$ cat src/rtl/td4_pkg.sv
// Shared types and constants for the TD4 program loader.
package td4_pkg;

    localparam int unsigned TD4_AW    = 4;
    localparam int unsigned TD4_DW    = 8;
    localparam int unsigned TD4_DEPTH = 16;

    localparam logic [TD4_DW-1:0] CKSUM_GOOD = 8'h00;

    typedef enum logic [1:0] {
        IDLE = 2'd0,
        LOAD = 2'd1,
        RUN  = 2'd2,
        ERR  = 2'd3
    } td4_state_e;

endpackage

$ cat src/rtl/td4_prog_loader_if.sv
// Pin-side load bus plus core-side fetch/hold signals of the TD4 program loader.
interface td4_prog_loader_if
    import td4_pkg::*;
#(
    parameter int unsigned AW = TD4_AW,
    parameter int unsigned DW = TD4_DW
);
    logic          ld_start;
    logic          ld_strobe;
    logic [DW-1:0] ld_data;
    logic [AW-1:0] pc;
    logic [DW-1:0] instr;
    logic          cpu_hold;
    logic          load_busy;
    logic [AW-1:0] load_addr;
    logic          load_err;

    modport master (
        output ld_start, ld_strobe, ld_data, pc,
        input  instr, cpu_hold, load_busy, load_addr, load_err
    );

    modport slave (
        input  ld_start, ld_strobe, ld_data, pc,
        output instr, cpu_hold, load_busy, load_addr, load_err
    );

endinterface

$ cat src/rtl/td4_sync_edge.sv
// Multi-flop synchronizer for an asynchronous pin followed by a rising-edge pulse detector.
module td4_sync_edge #(
    parameter int unsigned SYNC_STAGES = 2
) (
    input  logic clk,
    input  logic rst_n,
    input  logic async_i,
    output logic rise_c
);

    logic [SYNC_STAGES-1:0] sync_q;
    logic                   prev_q;

    // Shift the pin in at bit 0; the oldest sample sits at the top bit.
    always_ff @(posedge clk or negedge rst_n) begin
        if (!rst_n) begin
            sync_q <= '0;
            prev_q <= 1'b0;
        end else begin
            sync_q <= SYNC_STAGES'({sync_q, async_i});
            prev_q <= sync_q[SYNC_STAGES-1];
        end
    end

    assign rise_c = sync_q[SYNC_STAGES-1] & ~prev_q;

endmodule

$ cat src/rtl/td4_prog_loader.sv
// TD4 program memory front end: pin-strobed 16-byte loader, combinational fetch, core hold.
// Optional PROG_CHECKSUM_EN appends a mod-256 checksum byte and an ERR state.
module td4_prog_loader
    import td4_pkg::*;
#(
    parameter int unsigned DEPTH       = TD4_DEPTH,
    parameter int unsigned AW          = TD4_AW,
    parameter int unsigned DW          = TD4_DW,
    parameter int unsigned SYNC_STAGES = 2
) (
    input  logic             clk,
    input  logic             rst_n,
    td4_prog_loader_if.slave bus
);

`ifdef PROG_CHECKSUM_EN
    localparam int unsigned CW = AW + 1;
`else
    localparam int unsigned CW = AW;
`endif

    td4_state_e    state_q, state_d;
    logic [CW-1:0] cnt_q, cnt_d;
    logic [DW-1:0] mem_q [DEPTH];
    logic          start_c, strobe_c, we_c;
    logic          cpu_hold_q, load_busy_q;
`ifdef PROG_CHECKSUM_EN
    logic [DW-1:0] sum_q, sum_d;
    logic          load_err_q;
`endif

    td4_sync_edge #(.SYNC_STAGES(SYNC_STAGES)) u_sync_start (
        .clk, .rst_n, .async_i(bus.ld_start), .rise_c(start_c)
    );

    td4_sync_edge #(.SYNC_STAGES(SYNC_STAGES)) u_sync_strobe (
        .clk, .rst_n, .async_i(bus.ld_strobe), .rise_c(strobe_c)
    );

    // Start wins over a coincident strobe; strobes outside LOAD are dropped.
    always_comb begin
        state_d = state_q;
        cnt_d   = cnt_q;
        we_c    = 1'b0;
`ifdef PROG_CHECKSUM_EN
        sum_d   = sum_q;
`endif
        if (start_c) begin
            state_d = LOAD;
            cnt_d   = '0;
`ifdef PROG_CHECKSUM_EN
            sum_d   = '0;
`endif
        end else begin
            case (state_q)
                LOAD: begin
                    if (strobe_c) begin
`ifdef PROG_CHECKSUM_EN
                        if (cnt_q == CW'(DEPTH)) begin
                            cnt_d   = '0;
                            state_d = (DW'(sum_q + bus.ld_data) == CKSUM_GOOD) ? RUN : ERR;
                        end else begin
                            we_c  = 1'b1;
                            sum_d = DW'(sum_q + bus.ld_data);
                            cnt_d = cnt_q + CW'(1);
                        end
`else
                        we_c  = 1'b1;
                        cnt_d = cnt_q + CW'(1);
                        if (cnt_q == CW'(DEPTH - 1)) begin
                            state_d = RUN;
                        end
`endif
                    end
                end
                default: ;
            endcase
        end
    end

    always_ff @(posedge clk or negedge rst_n) begin
        if (!rst_n) begin
            state_q     <= IDLE;
            cnt_q       <= '0;
            cpu_hold_q  <= 1'b1;
            load_busy_q <= 1'b0;
        end else begin
            state_q     <= state_d;
            cnt_q       <= cnt_d;
            cpu_hold_q  <= (state_d != RUN);
            load_busy_q <= (state_d == LOAD);
        end
    end

`ifdef PROG_CHECKSUM_EN
    always_ff @(posedge clk or negedge rst_n) begin
        if (!rst_n) begin
            sum_q      <= '0;
            load_err_q <= 1'b0;
        end else begin
            sum_q      <= sum_d;
            load_err_q <= (state_d == ERR);
        end
    end

    assign bus.load_err = load_err_q;
`else
    assign bus.load_err = 1'b0;
`endif

    // Flop-based program store; a same-cycle fetch of the written word sees old data.
    always_ff @(posedge clk or negedge rst_n) begin
        if (!rst_n) begin
            mem_q <= '{default: '0};
        end else if (we_c) begin
            mem_q[cnt_q[AW-1:0]] <= bus.ld_data;
        end
    end

    assign bus.instr     = mem_q[bus.pc];
    assign bus.cpu_hold  = cpu_hold_q;
    assign bus.load_busy = load_busy_q;
    assign bus.load_addr = cnt_q[AW-1:0];

endmodule

$ cat src/flat_wrapper.sv
// flat-port wrapper written by rule: the top's interface ports become plain ports
module td4_prog_loader_flat import td4_pkg::*;
#(
    parameter int unsigned DEPTH       = TD4_DEPTH,
    parameter int unsigned AW          = TD4_AW,
    parameter int unsigned DW          = TD4_DW,
    parameter int unsigned SYNC_STAGES = 2
)
  (clk, rst_n, bus_ld_start, bus_ld_strobe, bus_ld_data, bus_pc, bus_instr, bus_cpu_hold, bus_load_busy, bus_load_addr, bus_load_err);
  td4_prog_loader_if #(.AW(AW), .DW(DW)) bus_i ();
  input  logic clk;
  input  logic rst_n;
  input wire logic [$bits(bus_i.ld_start)-1:0] bus_ld_start;
  input wire logic [$bits(bus_i.ld_strobe)-1:0] bus_ld_strobe;
  input wire logic [$bits(bus_i.ld_data)-1:0] bus_ld_data;
  input wire logic [$bits(bus_i.pc)-1:0] bus_pc;
  output wire logic [$bits(bus_i.instr)-1:0] bus_instr;
  output wire logic [$bits(bus_i.cpu_hold)-1:0] bus_cpu_hold;
  output wire logic [$bits(bus_i.load_busy)-1:0] bus_load_busy;
  output wire logic [$bits(bus_i.load_addr)-1:0] bus_load_addr;
  output wire logic [$bits(bus_i.load_err)-1:0] bus_load_err;
  assign bus_i.ld_start = bus_ld_start;
  assign bus_i.ld_strobe = bus_ld_strobe;
  assign bus_i.ld_data = bus_ld_data;
  assign bus_i.pc = bus_pc;
  assign bus_instr = bus_i.instr;
  assign bus_cpu_hold = bus_i.cpu_hold;
  assign bus_load_busy = bus_i.load_busy;
  assign bus_load_addr = bus_i.load_addr;
  assign bus_load_err = bus_i.load_err;
  td4_prog_loader #(.DEPTH(DEPTH), .AW(AW), .DW(DW), .SYNC_STAGES(SYNC_STAGES)) u_core (.clk(clk), .rst_n(rst_n), .bus(bus_i));
endmodule
$ cat config.mk
export PLATFORM = sky130hd
export DESIGN_NAME = td4_prog_loader_flat
export DESIGN_NICKNAME = d
export VERILOG_FILES = /design/src/rtl/td4_pkg.sv /design/src/rtl/td4_prog_loader_if.sv /design/src/rtl/td4_sync_edge.sv /design/src/rtl/td4_prog_loader.sv /design/src/flat_wrapper.sv
export SDC_FILE = /design/constraint.sdc
export NUM_CORES = 1
export LEC_CHECK = 0
export BUFFER_PORTS_ARGS = -buffer_cell sky130_fd_sc_hd__buf_2
export CAP_MARGIN = 20
export CORE_ASPECT_RATIO = 1.1
export CORE_MARGIN = 10
export CORE_UTILIZATION = 57
export CTS_BUF_LIST = sky130_fd_sc_hd__clkbuf_4
export CTS_CLUSTER_SIZE = 40
export DETAILED_ROUTE_END_ITERATION = 12
export GPL_ROUTABILITY_DRIVEN = 0
export PLACE_DENSITY = 0.9
export SLEW_MARGIN = 25
export SYNTH_ARGS = -nofsm -noshare
export SYNTH_HDL_FRONTEND = slang
export SYNTH_SLANG_ARGS = --single-unit
$ cat constraint.sdc
create_clock -name clk -period 1.8 [get_ports clk]
set_input_delay 0.27 -clock clk [delete_from_list [all_inputs] [get_ports clk]]
set_output_delay 0.27 -clock clk [all_outputs]
set_load 0.005 [all_outputs]
==> impl_metrics.env, run 1 <==
export IMPL_drc=0
export IMPL_nFillCells=734
export IMPL_synth_seq_area_share=0.549
export IMPL_drtAntennaViolNets=0
export IMPL_dieArea_sq_um=16000
export IMPL_wire_per_inst_um=22.9
export IMPL_violations="setup timing"
export IMPL_syn_inst=413
export IMPL_first_global_vias=4354
export IMPL_tns_ns=-2.05
export IMPL_worst_pin_slew_ns=1.12
export IMPL_clockBufferDepth=2
export IMPL_critPathArrivalTime_ns=1.80
export IMPL_hold_ws_ns=0.205
export IMPL_path_cells="mux4_2 -> a22oi_2 -> nand2_1 -> buf_2"
export IMPL_port_buffers=29
export IMPL_end_kind="output pin"
export IMPL_die_w_um=122
export IMPL_core_sq_um=11000
export IMPL_area_growth_pct=16.3
export IMPL_die_height_um=132
export IMPL_cts_tree="done"
export IMPL_multi_input_area_sq_um=2880
export IMPL_grt_max_degree=61
export IMPL_synth_edf_count=0
export IMPL_period_needed_ns=2.07
export IMPL_setup_violations=8
export IMPL_yosysWarnings=0
export IMPL_synth_area_per_cell_sq_um=15.7
export IMPL_routed_top_layer="met4"
export IMPL_path_clk_slew_ns=0.12
export IMPL_vias=3967
export IMPL_dp_hpwl_um=9810
export IMPL_drv_slew=0
export IMPL_setup_ws_ns=-0.271
export IMPL_n_antenna_cell=0
export IMPL_cts_made_buffers=17
export IMPL_nets=502
export IMPL_clock_sinks=142
export IMPL_hold_viol=0
export IMPL_clock_root_buffer="clkbuf_4"
export IMPL_slew_headroom=0.248
export IMPL_row_count=40
export IMPL_overflow=0
export IMPL_grt_pass1_wl_um=23600
export IMPL_slowest_stage="mux4_2"
export IMPL_start_util=0.588
export IMPL_drt_pre_antenna_iters=4
export IMPL_p_per_area_nw_per_um2=877
export IMPL_cp_data_required_time_ns=1.53
export IMPL_wl_met3_um=1120
export IMPL_synthArstFlopShare=1.00
export IMPL_r2r_setup_slack_ns=0.06
export IMPL_ctsHtreeMaxLevel=4
export IMPL_peakVddDrop_mv=0.695
export IMPL_vias_per_cell=6.19
export IMPL_synth_main_ff_cell="dfrtp_1"
export IMPL_p_leak_nw=3.35
export IMPL_seqCellArea_sq_um=3550
export IMPL_wl_um=14700
export IMPL_critPathMaxFanout=2
export IMPL_wl_met2_um=7300
export IMPL_io_pins=31
export IMPL_finalPower_mw=6.61
export IMPL_drtIter0Drc=349
export IMPL_ys_types=34
export IMPL_finClkSkew_ns=0.0177
export IMPL_grt_antenna_before_repair=0
export IMPL_clock_latency_ns=0.52
export IMPL_ys_ff_latch=142
export IMPL_maxCapViolCount=0
export IMPL_startpoint_type="flop"
export IMPL_max_freq_ghz=0.483
export IMPL_rsz0062_at_grt="true"
export IMPL_grt_use_total=0.190
export IMPL_crit_path_max_incr_delay_ns=0.47
export IMPL_met1Wirelength_um=6000
export IMPL_drive_gt1_frac=0.593
export IMPL_status="finished with violations"
export IMPL_crit_type="flop to output pin"
export IMPL_period_share=1.15
export IMPL_syn_num_nets=433
export IMPL_min_path_type="primary input to flop"
export IMPL_synth_area_sq_um=6480
final timing paths:
check	from	end	depth (start not counted)
hold / removal	bus_ld_data[2]	u_core.mem_q[10]$_DFFE_PN0P_	2
max in group asynchronous	rst_n	u_core.mem_q[83]$_DFFE_PN0P_	3
setup reg to reg	u_core.bus.load_addr[0]$_DFFE_PN0P_	u_core.mem_q[111]$_DFFE_PN0P_	6
setup / recovery	u_core.mem_q[117]$_DFFE_PN0P_	bus_instr[5]	4
hold reg to reg	u_core.u_sync_start.sync_q[0]$_DFF_PN0_	u_core.u_sync_start.sync_q[1]$_DFF_PN0_	0
min in group asynchronous	rst_n	u_core.mem_q[10]$_DFFE_PN0P_	2
per-stage QoR:
stage / util / setup WS (ns) / cell area [sq um] / instances
3_5_place_dp: 0.648 / -0.0925 / 7130 / 601
6_report: 0.685 / -0.271 / 7540 / 641
5_1_grt: 0.685 / -0.369 / 7540 / 641
3_3_place_gp: 0.648 / -0.0482 / 7130 / 601
2_1_floorplan: - / 0.00179 / 6490 / 413
4_1_cts: 0.678 / -0.308 / 7470 / 637
critical path: cells and delay by family, from the launching register on:
kind | cells | cell delay [ns]
muxes | 1 | 0.47
buffers and inverters | 1 | 0.13
DFF | 1 | 0.42
and+or+nand+nor | 1 | 0.07
AOI/OAI and AO/OA | 1 | 0.20
sequential cells by signal, summed over array words and instances, names as in the netlist:
name,count
u_core.bus.load_addr,4
u_core.u_sync_strobe.sync_q,2
u_core.u_sync_strobe.prev_q,1
u_core.mem_q,128
u_core.u_sync_start.sync_q,2
u_core.bus.cpu_hold,1
u_core.state_q,2
u_core.bus.load_busy,1
u_core.u_sync_start.prev_q,1
Yosys cell counts (2+ instances only):
| master | n | area [sq um] |
|---|---|---|
| dfrtp_1 | 141 | 3530 |
| mux2_2 | 127 | 1430 |
| mux4_2 | 32 | 721 |
| a22oi_1 | 16 | 120 |
| clkbuf_1 | 13 | 48.8 |
| nand2_1 | 13 | 48.8 |
| buf_2 | 9 | 45.0 |
| nand4_2 | 8 | 100 |
| o21ai_0 | 5 | 25.0 |
| a21oi_1 | 4 | 20.0 |
| ha_1 | 4 | 50.1 |
| nand4_1 | 4 | 25.0 |
| nor2b_1 | 4 | 25.0 |
| inv_1 | 3 | 11.3 |
| nor2_1 | 3 | 11.3 |
| nor4b_4 | 3 | 71.3 |
| and2b_1 | 2 | 15.0 |
| buf_1 | 2 | 7.51 |
| buf_4 | 2 | 15.0 |
| nand2b_1 | 2 | 12.5 |
| nor3_1 | 2 | 10.0 |
| or3_1 | 2 | 12.5 |
layer usage:
layer / GRT usage / up-vias
li1: - / 1700
met2: 0.304 / 134
met4: 0.0597 / 0
met3: 0.0463 / 21
met1: 0.248 / 2112
met5: 0 / -
logic make-up (layout without fill, tap and decap cells):
family	count (synthesis)	after routing	synth area share
muxes	160	160	0.334
DFF	142	142	0.549
and+or+nand+nor	51	51	0.0630
buffers and inverters	29	110	0.0197
AOI/OAI and AO/OA	26	26	0.0267
adders and majority gates	4	4	0.00773
other	1	1	0.000579
repair_timing:
item | 4_1_cts | 5_1_grt
endpoints found under the hold margin | 55 | 0
gates resized for setup | 11 | 6
buffers inserted | 2 | 4
hold buffers | 3 | 0
pin swaps | 8 | 7
endpoints found under the setup margin | 61 | 55
layout by cell type (no fill, tap or decap), types with 8 or more instances in the layout:
cell / instances
mux2_2: 127
clkbuf_4: 22
dfrtp_1: 141
mux4_2: 32
nand4_2: 8
a22oi_2: 13
buf_2: 28
buf_4: 31
nand2_1: 13
buf_12: 13
area by class of cell:
class	count	share of cell area
inverters	3	0.00149
flip-flops and latches	142	0.472
clock inverters	9	0.00946
well taps	147	0.0244
clock buffers	22	0.0219
repair buffers	76	0.0895
multi-input cells	242	0.382
power by group:
part / internal (mW) / switching [mW]
logic: 0.623 / 0.459
registers: 3.55 / 0.192
clock network: 0.736 / 1.05
total: 4.91 / 1.70
Note: power is estimated with default switching activity, not from simulation.
==> inputs of run 2 (changes only) <==
--- a/config.mk
+++ b/config.mk
@@ -14,6 +14,7 @@
 export CTS_CLUSTER_SIZE = 40
 export DETAILED_ROUTE_END_ITERATION = 12
 export GPL_ROUTABILITY_DRIVEN = 0
+export GPL_TIMING_DRIVEN = 0
 export PLACE_DENSITY = 0.9
 export SLEW_MARGIN = 25
 export SYNTH_ARGS = -nofsm -noshare
==> run 2 against run 1 <==
The run still ends with setup timing left. Worst setup slack worse by 0.11 ns. Global-route usage up 0.83 points. Clock skew is 0.011 ns higher. Via count is 2.2% higher. Largest cell class unchanged. Non-clock buffer count grew 2. Final area rose by 3.0%. Fmax fell by 5.1%. Hold slack worse by 0.12 ns. Sequential cell count stayed put. First-iteration DRC count is 11% higher.
==> impl_metrics.env, run 2 (synthesis results as in run 1) <==
export IMPL_drt_pre_antenna_iters=4
export IMPL_path_cells="mux4_2 -> a22oi_2 -> nand2_1 -> buf_2"
export IMPL_p_leak_nw=3.32
export IMPL_largest_reg_flops=128
export IMPL_core_sq_um=11000
export IMPL_min_path_type="primary input to flop"
export IMPL_hold_viol=0
export IMPL_post_route_util=0.705
export IMPL_critPathMaxFanout=2
export IMPL_r2r_setup_slack_ns=-0.06
export IMPL_period_needed_ns=2.18
export IMPL_setup_violations=36
export IMPL_path_depth=4
export IMPL_top_register="u_core.mem_q"
export IMPL_intPower_mw=5.74
export IMPL_peakVddDrop_mv=0.993
export IMPL_worst_pin_slew_ns=0.927
export IMPL_violations="setup timing"
export IMPL_dieArea_sq_um=16000
export IMPL_grt_antenna_before_repair=0
export IMPL_drtAntennaViolNets=0
export IMPL_setup_ws_ns=-0.383
export IMPL_max_freq_ghz=0.458
export IMPL_tns_ns=-3.50
export IMPL_cp_endpoint="bus_instr[0]"
export IMPL_port_buffers=28
export IMPL_p_per_area_nw_per_um2=970
export IMPL_maxCapViolCount=0
export IMPL_grt_max_degree=104
export IMPL_top_usage_layer="met2"
export IMPL_critPathArrivalTime_ns=1.91
export IMPL_layout_commonest_cell="dfrtp_1"
export IMPL_cp_data_required_time_ns=1.53
export IMPL_rsz0062_at_grt="true"
export IMPL_ctsHtreeMaxLevel=4
export IMPL_r2r_end="u_core.mem_q[1]$_DFFE_PN0P_"
export IMPL_crit_path_max_incr_delay_ns=0.48
export IMPL_clock_sinks=142
export IMPL_grt_use_total=0.198
export IMPL_final_cell_mix="dfrtp_1 (140), mux2_2 (96), mux4_2 (32), mux2_4 (32), buf_2 (28)"
export IMPL_finalPower_mw=7.53
export IMPL_r2r_start="u_core.bus.load_addr[0]$_DFFE_PN0P_"
export IMPL_row_count=40
export IMPL_end_kind="output pin"
export IMPL_grt_pass1_wl_um=24300
export IMPL_p_switching_mw=1.79
export IMPL_drive_gt1_frac=0.569
export IMPL_cp_num_buf_inv=1
export IMPL_drv_slew=0
export IMPL_dp_worst_setup_slack_ns=-0.539
export IMPL_wire_per_inst_um=24.2
export IMPL_worst_r2r_path_depth=6
export IMPL_wl_um=15600
export IMPL_crit_type="flop to output pin"
export IMPL_use_met1=0.245
export IMPL_status="finished with violations"
export IMPL_path_clk_slew_ns=0.13
export IMPL_dp_hpwl_um=9800
export IMPL_combPwrFrac=0.148
export IMPL_finalNonFillerCells=644
export IMPL_pwr_share_seq=0.497
export IMPL_io_pins=31
export IMPL_period_share=1.21
export IMPL_cts_tree="done"
export IMPL_pwr_share_clk=0.355
export IMPL_slew_headroom=0.380
export IMPL_dp_cells=589
export IMPL_nets=504
export IMPL_vias_per_cell=6.30
export IMPL_worstHoldPathCells=2
export IMPL_use_met2=0.327
export IMPL_start_util=0.588
export IMPL_swShare=0.238
export IMPL_cp_startpoint="u_core.mem_q[32]$_DFFE_PN0P_"
export IMPL_drc=0
export IMPL_finClkSkew_ns=0.0285
export IMPL_first_global_vias=4414
export IMPL_crit_family="multiplexers"
export IMPL_overflow=0
export IMPL_grt_met3_usage=0.0506
export IMPL_slowest_stage="mux4_2"
export IMPL_clockBufferDepth=2
export IMPL_startpoint_type="flop"
export IMPL_n_antenna_cell=0
export IMPL_clock_latency_ns=0.54
export IMPL_vias=4054
export IMPL_cts_made_buffers=17
export IMPL_drtIter0Drc=386
export IMPL_clock_root_buffer="clkbuf_4"
export IMPL_die_height_um=132
export IMPL_area_growth_pct=19.8
export IMPL_die_w_um=122
run 2: final cells by class:
type,instances,area (sq um)
multi-input cells,242,3050
clock inverters,12,240
plain buffers,25,170
repair buffers,53,403
clock buffers,20,150
inverters,3,11.3
well taps,147,184
fillers,686,3250
flip-flops and latches,142,3560
run 2: per-layer routing:
metal | vias to the layer above | routed length, um
met5 | - | 0
met1 | 2153 | 5730
li1 | 1705 | -
met4 | 0 | 389
met3 | 30 | 1230
met2 | 166 | 8210
run 2: timing repair:
action                                  CTS  global route
endpoints found under the setup margin  136           127
pin swaps                                12            12
setup buffers                            15             5
resized for setup                        26            56
hold buffers                              3             0
endpoints found under the hold margin    41             0
cloned                                    0             1
run 2: power groups by stage:
stage / Sequential (mW) / Clock (mW) / Combinational (mW)
after floorplan: 3.73 / 0 / 0.707
after global placement: 3.76 / 0 / 0.940
after detailed placement: 3.80 / 0 / 0.990
after CTS: 3.73 / 2.69 / 1.06
after global routing: 3.78 / 2.85 / 1.20
final: 3.74 / 2.67 / 1.12
run 2: stage by stage:
step	cell area, sq um	hold slack (ns)
3_3_place_gp	6810	0.344
2_1_floorplan	6490	-0.0256
6_report	7760	0.0851
5_1_grt	7760	0.0323
3_5_place_dp	6850	0.165
4_1_cts	7540	0.0443
run 2: how the worst min path moves through the flow:
stage | startpoint | to | slack (ns)
floorplan | rst_n | u_core.bus.load_addr[0]$_DFFE_PN0P_ | -0.03
global placement | u_core.u_sync_start.sync_q[0]$_DFF_PN0_ | u_core.u_sync_start.sync_q[1]$_DFF_PN0_ | 0.34
detailed placement | rst_n | u_core.u_sync_strobe.sync_q[1]$_DFF_PN0_ | 0.17
CTS | bus_ld_data[6] | u_core.mem_q[38]$_DFFE_PN0P_ | 0.04
global route | bus_ld_data[2] | u_core.mem_q[98]$_DFFE_PN0P_ | 0.03
finish | bus_ld_data[2] | u_core.mem_q[98]$_DFFE_PN0P_ | 0.09
run 2: worst register-to-register path: stages, from the launching register on:
cell and delay (ns):
dfrtp_2 0.40, ha_2 0.17, nand3b_1 0.12, buf_6 0.18, nor4_4 0.36, buf_6 0.19, mux2_4 0.30
